**src/rtl/sat_accum_pkg.sv**
```systemverilog
// Shared types and helpers for the multi-channel saturating accumulator.
// Arithmetic helpers work on a fixed-width word so any N up to MAX_N can use them.
package sat_accum_pkg;

    localparam int MAX_N = 32;

    typedef logic [MAX_N-1:0] word_t;

    typedef struct packed {
        logic  ov;
        logic  uv;
        word_t result;
    } add_res_t;

    // Largest positive n-bit value, sign-extended into a word.
    function automatic word_t max_val(input int n);
        word_t r;
        r = '0;
        for (int i = 0; i < MAX_N; i++) begin
            if (i < n - 1) r[i] = 1'b1;
        end
        return r;
    endfunction

    // Most negative n-bit value, sign-extended into a word.
    function automatic word_t min_val(input int n);
        word_t r;
        r = '1;
        for (int i = 0; i < MAX_N; i++) begin
            if (i < n - 1) r[i] = 1'b0;
        end
        return r;
    endfunction

    // a and b hold sign-extended n-bit values; flags are judged at n+1 bits.
    function automatic add_res_t sat_add(input word_t a, input word_t b,
                                         input logic sat, input int n);
        logic [MAX_N:0]           ext;
        logic [$clog2(MAX_N+1)-1:0] hi;
        logic [$clog2(MAX_N+1)-1:0] lo;
        add_res_t                 r;
        ext = {a[MAX_N-1], a} + {b[MAX_N-1], b};
        hi  = ($clog2(MAX_N+1))'(n);
        lo  = ($clog2(MAX_N+1))'(n - 1);
        r.ov = !ext[hi] && ext[lo];
        r.uv = ext[hi] && !ext[lo];
        if (sat && r.ov)      r.result = max_val(n);
        else if (sat && r.uv) r.result = min_val(n);
        else                  r.result = ext[MAX_N-1:0];
        return r;
    endfunction

endpackage

```
**src/rtl/sat_accum_add_core.sv**
```systemverilog
// Combinational N+1-bit signed add with overflow/underflow flags and optional clamp.
module sat_add_core
    import sat_accum_pkg::*;
#(
    parameter int N = 8
) (
    input  logic [N-1:0] a,
    input  logic [N-1:0] b,
    input  logic         sat,
    output logic         ov,
    output logic         uv,
    output logic [N-1:0] sum
);

    localparam word_t        MAX_W = max_val(N);
    localparam word_t        MIN_W = min_val(N);
    localparam logic [N-1:0] MAX_V = MAX_W[N-1:0];
    localparam logic [N-1:0] MIN_V = MIN_W[N-1:0];

    logic [N:0] ext;

    always_comb begin
        ext = {a[N-1], a} + {b[N-1], b};
        ov  = !ext[N] && ext[N-1];
        uv  = ext[N] && !ext[N-1];
        if (sat && ov)      sum = MAX_V;
        else if (sat && uv) sum = MIN_V;
        else                sum = ext[N-1:0];
    end

endmodule

```
**src/rtl/sat_accum.sv**
```systemverilog
// Multi-channel signed accumulator: per-channel sums, saturate/wrap per beat,
// sticky overflow flags, and a one-deep valid/ready output register.
module sat_accum
    import sat_accum_pkg::*;
#(
    parameter  int N      = 8,
    parameter  int NUM_CH = 4,
    localparam int CW     = (NUM_CH > 1) ? $clog2(NUM_CH) : 1
) (
    input  logic              clk,
    input  logic              rst_n,
    input  logic              in_valid,
    output logic              in_ready,
    input  logic [CW-1:0]     in_ch,
    input  logic [N-1:0]      in_data,
    input  logic              in_load,
    input  logic              sat_mode,
    output logic              out_valid,
    input  logic              out_ready,
    output logic [CW-1:0]     out_ch,
    output logic [N-1:0]      out_data,
    output logic              out_ov,
    output logic              out_uv,
    output logic [NUM_CH-1:0] sticky_ov,
    output logic [NUM_CH-1:0] sticky_uv,
    input  logic              flag_clr
);

    logic [N-1:0] acc [NUM_CH];

    logic [N-1:0] acc_cur;
    logic         ch_ok;
    logic         accept;
    logic         wr;
    logic         core_ov;
    logic         core_uv;
    logic [N-1:0] core_sum;
    logic [N-1:0] new_val;
    logic         new_ov;
    logic         new_uv;

    assign in_ready = !out_valid || out_ready;
    assign accept   = in_valid && in_ready;

    // Loop mux keeps out-of-range channel codes from indexing the array.
    always_comb begin
        acc_cur = '0;
        ch_ok   = 1'b0;
        for (int i = 0; i < NUM_CH; i++) begin
            if (in_ch == CW'(i)) begin
                acc_cur = acc[i];
                ch_ok   = 1'b1;
            end
        end
    end

    assign wr = accept && ch_ok;

    sat_add_core #(.N(N)) u_core (
        .a   (acc_cur),
        .b   (in_data),
        .sat (sat_mode),
        .ov  (core_ov),
        .uv  (core_uv),
        .sum (core_sum)
    );

    always_comb begin
        new_val = in_load ? in_data : core_sum;
        new_ov  = !in_load && core_ov;
        new_uv  = !in_load && core_uv;
    end

    always_ff @(posedge clk or negedge rst_n) begin
        if (!rst_n) begin
            for (int i = 0; i < NUM_CH; i++) acc[i] <= '0;
        end else begin
            for (int i = 0; i < NUM_CH; i++) begin
                if (wr && in_ch == CW'(i)) acc[i] <= new_val;
            end
        end
    end

    always_ff @(posedge clk or negedge rst_n) begin
        if (!rst_n) begin
            out_valid <= 1'b0;
            out_ch    <= '0;
            out_data  <= '0;
            out_ov    <= 1'b0;
            out_uv    <= 1'b0;
        end else if (wr) begin
            out_valid <= 1'b1;
            out_ch    <= in_ch;
            out_data  <= new_val;
            out_ov    <= new_ov;
            out_uv    <= new_uv;
        end else if (out_ready) begin
            out_valid <= 1'b0;
        end
    end

    // A set on the same cycle as flag_clr wins for that channel.
    always_ff @(posedge clk or negedge rst_n) begin
        if (!rst_n) begin
            sticky_ov <= '0;
            sticky_uv <= '0;
        end else begin
            for (int i = 0; i < NUM_CH; i++) begin
                sticky_ov[i] <= (sticky_ov[i] && !flag_clr) ||
                                (wr && in_ch == CW'(i) && new_ov);
                sticky_uv[i] <= (sticky_uv[i] && !flag_clr) ||
                                (wr && in_ch == CW'(i) && new_uv);
            end
        end
    end

endmodule

```
**config.mk**
```make
export PLATFORM = sky130hd
export DESIGN_NAME = sat_accum
export DESIGN_NICKNAME = d
export VERILOG_FILES = /design/src/rtl/sat_accum_pkg.sv /design/src/rtl/sat_accum_add_core.sv /design/src/rtl/sat_accum.sv
export SDC_FILE = /design/constraint.sdc
export NUM_CORES = 1
export LEC_CHECK = 0
export ABC_CLOCK_PERIOD_IN_PS = 4100
export BUFFER_PORTS_ARGS = -buffer_cell sky130_fd_sc_hd__buf_2
export CAP_MARGIN = 40
export CORE_MARGIN = 2
export CORE_UTILIZATION = 49
export CTS_BUF_LIST = sky130_fd_sc_hd__clkbuf_2
export DETAILED_ROUTE_END_ITERATION = 7
export PLACE_DENSITY = 0.71
export RECOVER_POWER = 100
export SYNTH_ARGS = -nofsm -noshare
export SYNTH_HDL_FRONTEND = slang
export SYNTH_SLANG_ARGS = --single-unit
```
**constraint.sdc**
```tcl
create_clock -name clk -period 4.1 [get_ports clk]
set_clock_uncertainty 0.2 [all_clocks]
set_input_delay 0.82 -clock clk [delete_from_list [all_inputs] [get_ports clk]]
set_output_delay 0.82 -clock clk [all_outputs]
set_load 0.005 [all_outputs]
```
==> results.md <==
- The horizontal extent of the die is approximately 81 um.
- Dividing total power by cell area gives a power density of just over 600 nW/um^2.
- Once layout is complete, the utilization of the core stands at 0.550.
- Summing over every cut layer, the via total after detailed routing is between 2000 and 2500.
- The run finished, with violations left.
- The maximum fanout along the worst path is 17.
- Once detailed placement completed, the half-perimeter wirelength came to 5300 um.
- The aggregate global-route resource usage is 0.234.
- Gates resized during post-CTS repair numbered 0.
- The number of hold buffers added after CTS was 0.
- The global route total overflow is 0.
- The largest net degree at the start of global routing is 32.
- Of the synthesized area, sequential elements account for 0.453.
- The setup path with the least slack is of type in2reg.
- The synthesized area divided by synthesized cell count is a little over 10 sq um.
- The maximum VDD drop is 0.000273 V.
- The quantity of I/O buffers inserted on ports is 38.
- In this run the number of H-tree levels came out at 2.
- The count of nets left with antenna violations once routing finished came out at 0.
- The number of library cell types mapped by synthesis is 44.
- The total standard cell area after synthesis is 2930 sq um.
- In the finished design, the share of the clock period the worst path needs comes to 0.912.
- The core region area is approximately 6000 sq um.
- For the pin with the worst max-slew slack, the measured transition is approximately 1700 ps.
- Summing all multi-input logic gate instances after layout gives about 1500 sq um.
- The first global-routing pass estimated approximately 12000 um of wire.
- The type of destination of the critical path is a register.
- The DRC violation count after routing is 0.
- The final routed wirelength across all metal layers is around 7200 um.
- The via count of the first global-routing pass was ~2400.
- The number of setup violations in the final report is 0.
- The kind of launch point of the worst setup path is an input pin.
- The area growth from synthesis to layout is 9.83%.
- In the layout the commonest cells are sky130_fd_sc_hd__dfrtp_1 (53), sky130_fd_sc_hd__a21oi_1 (48), sky130_fd_sc_hd__nor2_1 (28).
- For this design, the sink count on the clock tree is 53.
- The final number of max-transition violations is 32.
- Synthesis inferred 53 register bits.
- In the final layout, the share of cells above drive strength 1 is 0.167.
- The number of enable-type register cells in the synthesized netlist is 0.
- For this design the static power due to leakage is ~1.4 nW.
- The number of antenna diodes in the final layout is 0.
- The congestion estimate from routability-driven global placement came to around 0.94.
- The share of synthesized area in the top cell type comes to 0.453.
- The type of the tightest min-delay check is reg2reg.
- The clock root buffer master is sky130_fd_sc_hd__clkbuf_2.
- The clock latency at the later pin of the worst-skew pair is ~440 ps.
- The synthesized netlist cell count is 290.
- The setup TNS is 0 ps.
- The starting utilization of the core area is 0.500.
- The sequential standard cell area is 1330 sq um.
- The count of endpoints failing hold in the final timing report came to 0.
- Clock-pin slew was measured on the worst setup and hold paths at 250 ps.
- Dividing the detail-routed via count by the number of cells gives a little over 6.
- The number of filler instances in the final layout is between 500 and 600.
- Yosys attributes the largest share of cell area to sky130_fd_sc_hd__dfrtp_1 (45%), sky130_fd_sc_hd__a21oi_1 (8.2%), sky130_fd_sc_hd__mux4_2 (6.2%).
- The area of the die is 6610 sq um.
- The async set-reset flop share out of synthesis is 1.00.
- The tightest slew margin relative to the limit is -0.116.
- The number of iterations in the first detailed-routing pass is 4.
- In the synthesized netlist the dominant register cell turns out to be sky130_fd_sc_hd__dfrtp_1.
- For the finished layout, the period the worst path requires is between 3000 and 4000 ps.
- The number of rows created at floorplan is 28.
- Across all setup checks in the final design, the least slack found is ~360 ps.
- The net count after synthesis is about 320.
- The final layout net count is 355.
- The maximum buffer depth of the clock tree is 2.
- The number of antenna violations at the first check in global routing is 0.
- The number of DRC markers after the initial detailed-route iteration is roughly 220.
- sky130_fd_sc_hd__dfrtp_1 takes more of the synthesized area than any other cell.
- The total power of the final layout is 1.96 mW.
- The most common library cell in the layout ignoring fill and taps is sky130_fd_sc_hd__dfrtp_1.
- The routed wire length per instance is ~18 um.
- In this run the vertical extent of the chip is between 80 and 90 um.
- After clock tree synthesis, the setup repair step added 0 buffers.
- The I/O pin count is 39.
- Timing analysis after detailed placement gives a worst setup slack of 26.6 ps.
- For this run, the number of Yosys warnings is 0.
- Data on the critical path arrives at its endpoint at a little under 4000 ps.
- Based on the critical path, the design can be clocked at up to about 0.27 GHz.
- The number of clock buffers added by TritonCTS is 5.
- The data required time at the worst endpoint is between 4000 and 5000 ps.
- The checks that failed: capacitance limit, slew limit.
- The max-capacitance violation count is 1.
- The CTS tree is built.
- Setup repair after global routing left no endpoint under its margin.
-- layer usage --
layer  track usage  wire length (um)  vias to the layer above
met1         0.334              3270                     1224
met4        0.0695                80                        0
li1              -                 -                     1146
met5             0                 0                        -
met2         0.362              3370                       81
met3        0.0456               455                        7
-- layout make-up --
class | count | share of cell area
tap | 75 | 0.0292
sequential | 53 | 0.412
inverter | 9 | 0.0105
timing repair buffer | 45 | 0.0661
clock inverter | 2 | 0.0105
multi-input combinational | 214 | 0.462
clock buffer | 6 | 0.00934
-- worst max-delay path, stage by stage --
cell,delay [ps]
sky130_fd_sc_hd__buf_2,360
sky130_fd_sc_hd__mux4_2,570
sky130_fd_sc_hd__ha_1,410
sky130_fd_sc_hd__nand3_1,170
sky130_fd_sc_hd__or3_1,420
sky130_fd_sc_hd__a21oi_1,330
sky130_fd_sc_hd__o21bai_1,200
sky130_fd_sc_hd__a21boi_1,410
sky130_fd_sc_hd__o221ai_1,160
-- report_power, final --
part / switching, mW / internal (mW)
logic: 0.540 / 0.387
registers: 0.0843 / 0.679
clock network: 0.163 / 0.104
-- path summary, 6_finish.rpt --
path                       slack, ps  cells after the start           startpoint                     to
max                              360                      9             in_ch[0]     acc[8]$_DFFE_PN0P_
min                              320                      2   out_ov$_DFFE_PN0P_     out_ov$_DFFE_PN0P_
max reg2reg                      760                      8  acc[17]$_DFFE_PN0P_     acc[8]$_DFFE_PN0P_
min reg2reg                      320                      2   out_ov$_DFFE_PN0P_     out_ov$_DFFE_PN0P_
max in group asynchronous       1240                      2                rst_n     acc[8]$_DFFE_PN0P_
min in group asynchronous        360                      1                rst_n  out_ch[1]$_DFFE_PN0P_
-- flip-flops by register name (all words and copies together), names as in the netlist --
register and count:
sticky_uv 4, out_valid 1, out_data 8, out_ch 2, sticky_ov 4, out_uv 1
acc 32, out_ov 1
-- synthesized netlist by cell type (all sizes together), types with 4 or more instances --
library cell,instances
a21oi,48
a221oi,4
clkbuf,13
dfrtp,53
ha,9
inv,9
mux2,7
mux4,8
nand2,22
nand2b,4
nand3,6
nor2,28
nor2b,8
nor3,4
o21ai,5
o221ai,10
o22ai,10
or3,4
-- metrics by stage --
stage | std cells | hold WS [ps] | cell area [sq um]
final | 404 | 322 | 3220
after floorplan | 290 | 251 | 2930
after detailed placement | 396 | 271 | 3210
after CTS | 404 | 96.3 | 3280
after global placement | 396 | 270 | 3210
after global routing | 404 | 354 | 3220
-- logic make-up after synthesis --
logic type                 share of synthesized area
buffers and inverters                         0.0295
adders and majority gates                     0.0453
muxes                                         0.0885
DFF                                            0.453
and+or+nand+nor                                0.146
xor gates and xnor gates                      0.0180
AOI/OAI and AO/OA                              0.220
(Power assumes the default switching activity.)
